[src/rtl/ps2_pkg.sv]
// Shared PS/2 host-transmit definitions: FSM states, common command bytes
// and the frame parity helper.
package ps2_pkg;

  typedef enum logic [2:0] {
    ST_IDLE      = 3'd0,
    ST_INHIBIT   = 3'd1,
    ST_START     = 3'd2,
    ST_DATA      = 3'd3,
    ST_PARITY    = 3'd4,
    ST_STOP      = 3'd5,
    ST_WAIT_IDLE = 3'd6,
    ST_DONE      = 3'd7
  } ps2tx_state_e;

  localparam logic [7:0] PS2_CMD_SET_LEDS = 8'hED;
  localparam logic [7:0] PS2_CMD_RESET    = 8'hFF;

  // PS/2 uses odd parity: the parity bit makes the total count of ones odd.
  function automatic logic ps2_odd_parity(input logic [7:0] i_byte);
    return ~^i_byte;
  endfunction

endpackage

[src/rtl/ps2_edge_sync.sv]
// Two-flop synchroniser for a raw PS/2 pin with a falling-edge strobe on the
// synchronised level. Shared with the keyboard receiver.
module ps2_edge_sync (
  input  logic i_clk,
  input  logic i_rst,
  input  logic i_pin,
  output logic o_sync,
  output logic o_fall
);

  logic r_meta;
  logic r_sync;
  logic r_prev;

  // Idle PS/2 lines float high, so reset to 1 to avoid a spurious edge.
  always_ff @(posedge i_clk) begin
    if (i_rst) begin
      r_meta <= 1'b1;
      r_sync <= 1'b1;
      r_prev <= 1'b1;
    end else begin
      r_meta <= i_pin;
      r_sync <= r_meta;
      r_prev <= r_sync;
    end
  end

  assign o_sync = r_sync;
  assign o_fall = r_prev & ~r_sync;

endmodule

[src/rtl/ps2tx.sv]
// ps2tx: host-to-device PS/2 command transmitter driving open-collector pulls.
// Optional per-transfer watchdog is enabled by defining PS2TX_TIMEOUT_EN.
module ps2tx
  import ps2_pkg::*;
#(
  parameter int CLK_HZ     = 48000000,
  parameter int INHIBIT_US = 110,
  parameter int TIMEOUT_MS = 20
) (
  input  logic       clk,
  input  logic       rst,
  input  logic [7:0] tx_data,
  input  logic       tx_valid,
  output logic       tx_ready,
  input  logic       dev_clk,
  input  logic       dev_dat,
  output logic       clk_pull,
  output logic       dat_pull,
  output logic       done,
  output logic       ack_ok,
  output logic       busy
);

  localparam int INHIBIT_CYC = CLK_HZ / 1000000 * INHIBIT_US;
`ifdef PS2TX_TIMEOUT_EN
  localparam int TIMEOUT_CYC = CLK_HZ / 1000 * TIMEOUT_MS;
  localparam int CNT_MAX     = (TIMEOUT_CYC > INHIBIT_CYC) ? TIMEOUT_CYC : INHIBIT_CYC;
`else
  localparam int CNT_MAX     = INHIBIT_CYC;
`endif
  localparam int CNT_W = $clog2(CNT_MAX + 1);

  logic         w_clk_s;
  logic         w_fall;
  logic         w_dat_s;
  logic         w_dat_fall;

  ps2tx_state_e r_state;
  logic [7:0]   r_data;
  logic [2:0]   r_bit;
  logic [CNT_W-1:0] r_cnt;

  ps2_edge_sync u_clk_sync (
    .i_clk  (clk),
    .i_rst  (rst),
    .i_pin  (dev_clk),
    .o_sync (w_clk_s),
    .o_fall (w_fall)
  );

  ps2_edge_sync u_dat_sync (
    .i_clk  (clk),
    .i_rst  (rst),
    .i_pin  (dev_dat),
    .o_sync (w_dat_s),
    .o_fall (w_dat_fall)
  );

  // Transfer sequencer; every output is registered and set on the state change.
  always_ff @(posedge clk) begin
    if (rst) begin
      r_state  <= ST_IDLE;
      r_data   <= 8'h00;
      r_bit    <= 3'd0;
      r_cnt    <= '0;
      tx_ready <= 1'b0;
      clk_pull <= 1'b0;
      dat_pull <= 1'b0;
      done     <= 1'b0;
      ack_ok   <= 1'b0;
      busy     <= 1'b0;
    end else begin
      done <= 1'b0;
      case (r_state)
        ST_IDLE: begin
          if (tx_valid && tx_ready) begin
            r_data   <= tx_data;
            r_cnt    <= '0;
            clk_pull <= 1'b1;
            tx_ready <= 1'b0;
            busy     <= 1'b1;
            r_state  <= ST_INHIBIT;
          end else begin
            tx_ready <= 1'b1;
            busy     <= 1'b0;
          end
        end
        ST_INHIBIT: begin
          if (r_cnt == CNT_W'(INHIBIT_CYC - 1)) begin
            clk_pull <= 1'b0;
            dat_pull <= 1'b1;
            r_cnt    <= '0;
            r_state  <= ST_START;
          end else begin
            r_cnt <= r_cnt + 1'b1;
          end
        end
        ST_START: begin
          if (w_fall) begin
            dat_pull <= ~r_data[0];
            r_bit    <= 3'd0;
            r_state  <= ST_DATA;
          end
        end
        ST_DATA: begin
          if (w_fall) begin
            if (r_bit == 3'd7) begin
              dat_pull <= ~ps2_odd_parity(r_data);
              r_state  <= ST_PARITY;
            end else begin
              dat_pull <= ~r_data[r_bit + 3'd1];
              r_bit    <= r_bit + 3'd1;
            end
          end
        end
        ST_PARITY: begin
          if (w_fall) begin
            dat_pull <= 1'b0;
            r_state  <= ST_STOP;
          end
        end
        ST_STOP: begin
          // The device answers by holding data low across the final clock.
          if (w_fall) begin
            ack_ok  <= ~w_dat_s;
            r_state <= ST_WAIT_IDLE;
          end
        end
        ST_WAIT_IDLE: begin
          if (w_clk_s && w_dat_s) begin
            done    <= 1'b1;
            r_state <= ST_DONE;
          end
        end
        ST_DONE: begin
          tx_ready <= 1'b1;
          busy     <= 1'b0;
          r_state  <= ST_IDLE;
        end
        default: begin
          clk_pull <= 1'b0;
          dat_pull <= 1'b0;
          r_state  <= ST_IDLE;
        end
      endcase
`ifdef PS2TX_TIMEOUT_EN
      // Watchdog restarts on each device clock; a silent device aborts the transfer.
      if ((r_state == ST_START) || (r_state == ST_DATA) || (r_state == ST_PARITY) ||
          (r_state == ST_STOP) || (r_state == ST_WAIT_IDLE)) begin
        if (w_fall) begin
          r_cnt <= '0;
        end else if (r_cnt == CNT_W'(TIMEOUT_CYC - 1)) begin
          clk_pull <= 1'b0;
          dat_pull <= 1'b0;
          ack_ok   <= 1'b0;
          done     <= 1'b1;
          r_state  <= ST_DONE;
        end else begin
          r_cnt <= r_cnt + 1'b1;
        end
      end
`endif
    end
  end

endmodule
[config.mk]
export PLATFORM = sky130hd
export DESIGN_NAME = ps2tx
export DESIGN_NICKNAME = d
export VERILOG_FILES = /design/src/rtl/ps2_pkg.sv /design/src/rtl/ps2_edge_sync.sv /design/src/rtl/ps2tx.sv
export SDC_FILE = /design/constraint.sdc
export NUM_CORES = 1
export LEC_CHECK = 0
export BUFFER_PORTS_ARGS = -buffer_cell sky130_fd_sc_hd__buf_2
export CAP_MARGIN = 20
export CORE_UTILIZATION = 62
export CTS_CLUSTER_DIAMETER = 60
export DETAILED_ROUTE_END_ITERATION = 6
export PLACE_DENSITY = 0.83
export SKIP_CTS_REPAIR_TIMING = 1
export SLEW_MARGIN = 30
export SYNTH_ARGS = -nofsm -noshare
export SYNTH_HDL_FRONTEND = slang
export SYNTH_HIERARCHICAL = 1
export SYNTH_SLANG_ARGS = --single-unit
export TNS_END_PERCENT = 1
[constraint.sdc]
create_clock -name clk -period 3.7 [get_ports clk]
set_input_delay 0.185 -clock clk [delete_from_list [all_inputs] [get_ports clk]]
set_output_delay 0.185 -clock clk [all_outputs]
set_load 0.01 [all_outputs]
==> flow_metrics.py, run 1 <==
metrics = {
    "critical_path": {
        "rrSetupSlack_ns": 1.49,
        "endpoint_kind": "flip-flop",
        "cp_data_arrival_time_ns": 2.47,
        "rr_worst_depth": 6,
        "crit_path_start_kind": "flip-flop",
        "required_ns": 3.95,
        "r2r-start": "r_cnt[0]$_SDFFE_PP0P_",
        "r2r_end": "r_state[0]$_SDFFE_PP0P_",
        "cp_max_fo": 14,
        "critical_path_class": "flip-flop to flip-flop",
    },
    "layout": {
        "syn_to_final_growth_pct": 11.95,
        "utilization_pct": 74.40,
        "multiInputGateArea_um2": 1057,
        "fin_nets": 256,
        "register_area_um2": 760.7,
        "diodes": 0,
        "fin_cells": 272,
        "fillCellCount": 211,
        "drive_above_1_share_pct": 14.94,
        "final_cell_area_um2": 2087,
    },
    "synth": {
        "synth_area_um2": 1864,
        "ys_warn_count": 6,
        "synth_cells": 221,
        "syn_nets": 237,
        "avgSynthCellArea_um2": 8.436,
    },
    "place": {
        "io_buffer_count": 18,
        "dp_cells": 263,
        "place.gp.congestion": 0.8494,
        "postPlaceCellArea_um2": 1966,
        "post-dp-hpwl_um": 2904,
    },
    "sta": {
        "max_freq_mhz": 451.7,
        "worst_slew_pin_slew_ns": 0.9067,
        "fin_skew_ns": 0.01109,
        "rsz0062_at_grt": "false",
        "fin_tns_setup_ns": 0,
        "hold_violations": 0,
        "hold-worst-slack_ns": 0.01246,
        "maxSlewViolCount": 0,
        "period_share_pct": 59.83,
        "fin_crit_ns": 2.214,
        "max_slew_margin_pct": 39.05,
        "setup_violations": 0,
    },
    "pwr": {
        "ir_worst_vdd_uv": 383.4,
        "pwr_density_cell_nw_per_um2": 524.1,
        "p_leak_nw": 0.7249,
    },
    "worst_hold_path": {
        "hold_start": "dev_dat",
        "holdPathEnd": "u_dat_sync/r_meta$_SDFF_PP1_",
        "hp-class": "input pin to flip-flop",
        "hold_depth": 2,
    },
    "floorplan": {
        "dieArea_um2": 3230,
        "initial_core_util_pct": 66.46,
        "std_cell_rows": 19,
        "die_y_um": 56.84,
        "pin_count": 19,
        "die_w_um": 56.84,
        "coreArea_um2": 2805,
    },
    "grt": {
        "grt_pass1_vias": 1593,
        "grt-ovfl-total": 0,
        "grt_max_degree": 38,
        "antenna_found_initial": 0,
        "grt_pass1_wl_um": 7065,
        "grt_usage_pct": 29.01,
    },
    "detailed_routing": {
        "vias": 1724,
        "dr.pass1.iters": 6,
        "drt-initial-drc-count": 111,
        "drcViolationCount": 2,
        "postRouteAntennaNets": 0,
        "wire_per_inst_um": 15.27,
        "viasPerCell": 6.338,
        "drt-total-wl_um": 4153,
    },
    "clock_tree": {
        "clock-sinks": 38,
        "cts_buffer_depth": 2,
        "cts_max_level": 2,
        "cts_root_buf": "clkbuf_4",
        "cts_buffers": 5,
        "clk_latency_ns": 0.35,
        "cts_tree": "done",
        "clk_pin_slew_ns": 0.11,
    },
    "run": {
        "drv_cap": 0,
    },
    "status": {
        "status": "finished with violations",
        "violations": "DRC",
    },
}
worst max-delay path, stage by stage (launching register included):
cell	delay, ns
dfxtp_1	0.45
ha_1	0.25
nand4_1	0.26
o31a_1	0.56
nor2_1	0.22
o211ai_1	0.11
a32o_1	0.27
power by group:
group | leakage (nW) | switching (mW) | total [mW] | internal, mW
combinational | 0.357 | 0.145 | 0.241 | 0.0959
clock | 0.0585 | 0.138 | 0.367 | 0.229
sequential | 0.309 | 0.0449 | 0.486 | 0.441
total | 0.725 | 0.328 | 1.09 | 0.766
per-stage QoR:
| stage | power [mW] | setup slack, ns |
|---|---|---|
| global route | 1.148 | 1.278 |
| global placement | 0.7179 | 1.648 |
| detailed placement | 0.7300 | 1.525 |
| CTS | 1.092 | 1.495 |
| floorplan | 0.6662 | 1.705 |
| finish | 1.094 | 1.486 |
worst max-delay path by stage:
| stage | start | endpoint | depth (start not counted) |
|---|---|---|---|
| global route | r_cnt[0]$_SDFFE_PP0P_ | r_state[0]$_SDFFE_PP0P_ | 6 |
| floorplan | r_bit[0]$_SDFFE_PP0P_ | dat_pull$_SDFFE_PP0P_ | 6 |
| finish | r_cnt[0]$_SDFFE_PP0P_ | r_state[0]$_SDFFE_PP0P_ | 6 |
| detailed placement | r_bit[0]$_SDFFE_PP0P_ | dat_pull$_SDFFE_PP0P_ | 6 |
| CTS | r_bit[0]$_SDFFE_PP0P_ | dat_pull$_SDFFE_PP0P_ | 6 |
| global placement | r_bit[0]$_SDFFE_PP0P_ | dat_pull$_SDFFE_PP0P_ | 6 |
placed cells by master, fill, tap and decap left out, types with 2 or more instances in the layout:
cell type / count
dfxtp_1: 38
nand2_1: 34
a21oi_1: 24
nor2_1: 22
buf_2: 18
o21ai_0: 9
nand3_1: 7
a311oi_1: 7
xnor2_1: 7
nor3_1: 6
nand4_1: 6
inv_1: 5
clkbuf_4: 5
or2_1: 5
ha_1: 3
or3_1: 2
nor3b_2: 2
a32o_1: 2
and3_1: 2
nand2b_1: 2
a211oi_1: 2
o211ai_1: 2
mux4_2: 2
nor4_1: 2
nor2b_1: 2
a31oi_1: 2
bufinv_16: 2
final cells by class:
class | count | area share [%]
Tap cell | 31 | 1.859
Timing Repair Buffer | 19 | 4.796
Sequential cell | 38 | 36.45
Clock buffer | 6 | 2.458
Clock inverter | 2 | 2.878
Multi-Input combinational cell | 171 | 50.66
Inverter | 5 | 0.8993
state kept, by name, indices dropped and copies added (netlist names):
signal             cells
dat_pull               1
r_state                3
done                   1
clk_pull               1
tx_ready               1
busy                   1
r_cnt                 13
u_clk_sync/r_meta      1
r_bit                  3
u_clk_sync/o_sync      1
u_dat_sync/o_sync      1
u_clk_sync/r_prev      1
u_dat_sync/r_meta      1
ack_ok                 1
r_data                 8
routing by layer:
layer	routed length (um)	up-vias	track usage (%)
met2	1996	54	47.79
met4	72	0	11.50
met5	0	-	0
li1	-	849	-
met1	1858	811	35.13
met3	225	10	9.217
Note: power is estimated with default switching activity, not from simulation.
==> inputs of run 2 (changes only) <==
ABC_AREA = 1   (was default)
CORE_UTILIZATION = 53   (was 62)
PLACE_DENSITY = 0.75   (was 0.83)
clock period = 2 ns   (was 3.7 ns; I/O delays follow)
==> run 2 against run 1 <==
Against the previous run:
- the run ends with hold timing left
- clock skew decreased by 0.0028 ns
- first-iteration DRC count shrank 18%
- final cell count rose by 33%
- sequential share of layout area shrank 3.5 points
- synthesized cell count is 32% higher
- critical path depth up 4
- synthesized area is 9.5% higher
- sequential power increased by 93%
- via count rose by 6.8%
- clock power rose by 120%
- non-clock buffer count up 1
- critical path type unchanged
- critical endpoint is now r_state[1]$_SDFFE_PP0P_
==> flow_metrics.py, run 2 <==
metrics = {
    "worst_hold_path": {
        "holdPathEnd": "u_clk_sync/r_meta$_SDFF_PP1_",
        "hp-class": "input pin to flip-flop",
        "hold_depth": 3,
        "hold_start": "dev_clk",
    },
    "floorplan": {
        "die_w_um": 64.05,
        "coreArea_um2": 3689,
        "initial_core_util_pct": 55.33,
        "dieArea_um2": 4102,
        "die_y_um": 64.05,
        "std_cell_rows": 22,
        "pin_count": 19,
    },
    "critical_path": {
        "rr_worst_depth": 10,
        "required_ns": 2.23,
        "r2r-start": "r_bit[0]$_SDFFE_PP0P_",
        "cp_data_arrival_time_ns": 1.82,
        "worstSetupStartpoint": "r_bit[0]$_SDFFE_PP0P_",
        "cp_max_fo": 8,
        "rrSetupSlack_ns": 0.40,
        "endpoint_kind": "flip-flop",
        "r2r_end": "r_state[1]$_SDFFE_PP0P_",
        "critical_path_class": "flip-flop to flip-flop",
        "crit_path_start_kind": "flip-flop",
    },
    "layout": {
        "final_cell_mix": "nand2_1, dfxtp_1, inv_1",
        "mostFrequentLayoutCell": "nand2_1",
        "fin_nets": 328,
        "diodes": 0,
        "largest_register_ffs": 13,
        "top_regs": "r_cnt x13, r_data x8",
        "syn_to_final_growth_pct": 13.00,
        "drive_above_1_share_pct": 19.49,
        "regMostFlops": "r_cnt",
        "utilization_pct": 62.52,
    },
    "grt": {
        "grt_max_degree": 20,
        "use_met2_pct": 38.56,
        "use_met3_pct": 4.286,
        "busiest_layer": "met2",
        "grt-ovfl-total": 0,
        "met1_usage_pct": 27.70,
        "grt_pass1_wl_um": 7176,
        "antenna_found_initial": 0,
        "grt_pass1_vias": 1681,
        "grt_usage_pct": 22.18,
    },
    "sta": {
        "hold_violations": 1,
        "period_share_pct": 79.80,
        "max_freq_mhz": 626.6,
        "setup_slack_ns": 0.4041,
        "fin_crit_ns": 1.596,
        "rsz0062_at_grt": "false",
        "fin_skew_ns": 0.008286,
        "worst_slew_pin_slew_ns": 0.5214,
        "maxSlewViolCount": 0,
        "max_slew_margin_pct": 65.20,
        "hold-worst-slack_ns": -0.007290,
        "setup_violations": 0,
        "fin_tns_setup_ns": 0,
    },
    "clock_tree": {
        "clock-sinks": 38,
        "clk_latency_ns": 0.28,
        "cts_buffers": 5,
        "clk_pin_slew_ns": 0.08,
        "cts_buffer_depth": 2,
        "cts_root_buf": "clkbuf_8",
        "cts_max_level": 2,
        "cts_tree": "done",
    },
    "synth": {
        "ys_warn_count": 6,
        "synth_cells": 292,
        "syn_nets": 308,
        "avgSynthCellArea_um2": 6.989,
        "synth_area_um2": 2041,
    },
    "detailed_routing": {
        "viasPerCell": 5.100,
        "dr.pass1.iters": 4,
        "drt-total-wl_um": 4067,
        "vias": 1841,
        "postRouteAntennaNets": 0,
        "drt-initial-drc-count": 91,
        "drcViolationCount": 0,
        "wire_per_inst_um": 11.27,
    },
    "pwr": {
        "ir_worst_vdd_uv": 769.8,
        "pwr_density_cell_nw_per_um2": 1051,
        "p_leak_nw": 1.003,
    },
    "place": {
        "io_buffer_count": 18,
        "place.gp.congestion": 0.8571,
        "post-dp-hpwl_um": 3026,
        "dp_worst_setup_slack_ns": 0.4550,
    },
    "status": {
        "violations": "hold timing",
        "status": "finished with violations",
    },
    "run": {
        "drv_cap": 0,
    },
}
[run 2: routing by layer]
metal	vias to the layer above	part of all wire, %	wire length, um
li1	980	-	-
met1	814	48	1949
met2	39	46	1881
met3	8	4.2	172
met4	0	1.5	63
met5	-	0	0
[run 2: worst max-delay path by stage]
stage | end | depth (start not counted) | slack [ns]
after floorplan | r_state[1]$_SDFFE_PP0P_ | 9 | 0.62
after global placement | r_state[1]$_SDFFE_PP0P_ | 10 | 0.51
after detailed placement | r_state[1]$_SDFFE_PP0P_ | 10 | 0.46
after CTS | r_state[1]$_SDFFE_PP0P_ | 10 | 0.42
after global routing | r_state[1]$_SDFFE_PP0P_ | 10 | 0.27
final | r_state[1]$_SDFFE_PP0P_ | 10 | 0.40
[run 2: metrics by stage]
stage / cell area (um^2) / power [mW] / cells
after floorplan: 2041 / 1.483 / 292
after global placement: 2153 / 1.622 / 352
after detailed placement: 2153 / 1.634 / 352
after CTS: 2296 / 2.439 / 360
after global routing: 2306 / 2.581 / 361
final: 2306 / 2.424 / 361
[run 2: worst max-delay path: stages, from the launching register on]
cell     delay (ns)
dfxtp_1        0.45
ha_1           0.20
ha_1           0.17
inv_1          0.06
nand2_1        0.08
o21ai_1        0.08
nor2_2         0.17
nand3_2        0.10
nor2_1         0.09
nor2_1         0.06
nor2_2         0.08
[run 2: layout make-up]
class                   count  area (um^2)
clock buffers               6        82.58
clock inverters             2        60.06
fillers                   339         1383
inverters                  42        161.4
multi-input cells         205         1074
flip-flops and latches     38        760.7
well taps                  48        60.06
repair buffers             20        107.6
[run 2: power by group]
group	internal [mW]	switching [mW]	total, mW
combinational	0.236	0.445	0.680
clock	0.532	0.272	0.804
sequential	0.847	0.0925	0.940
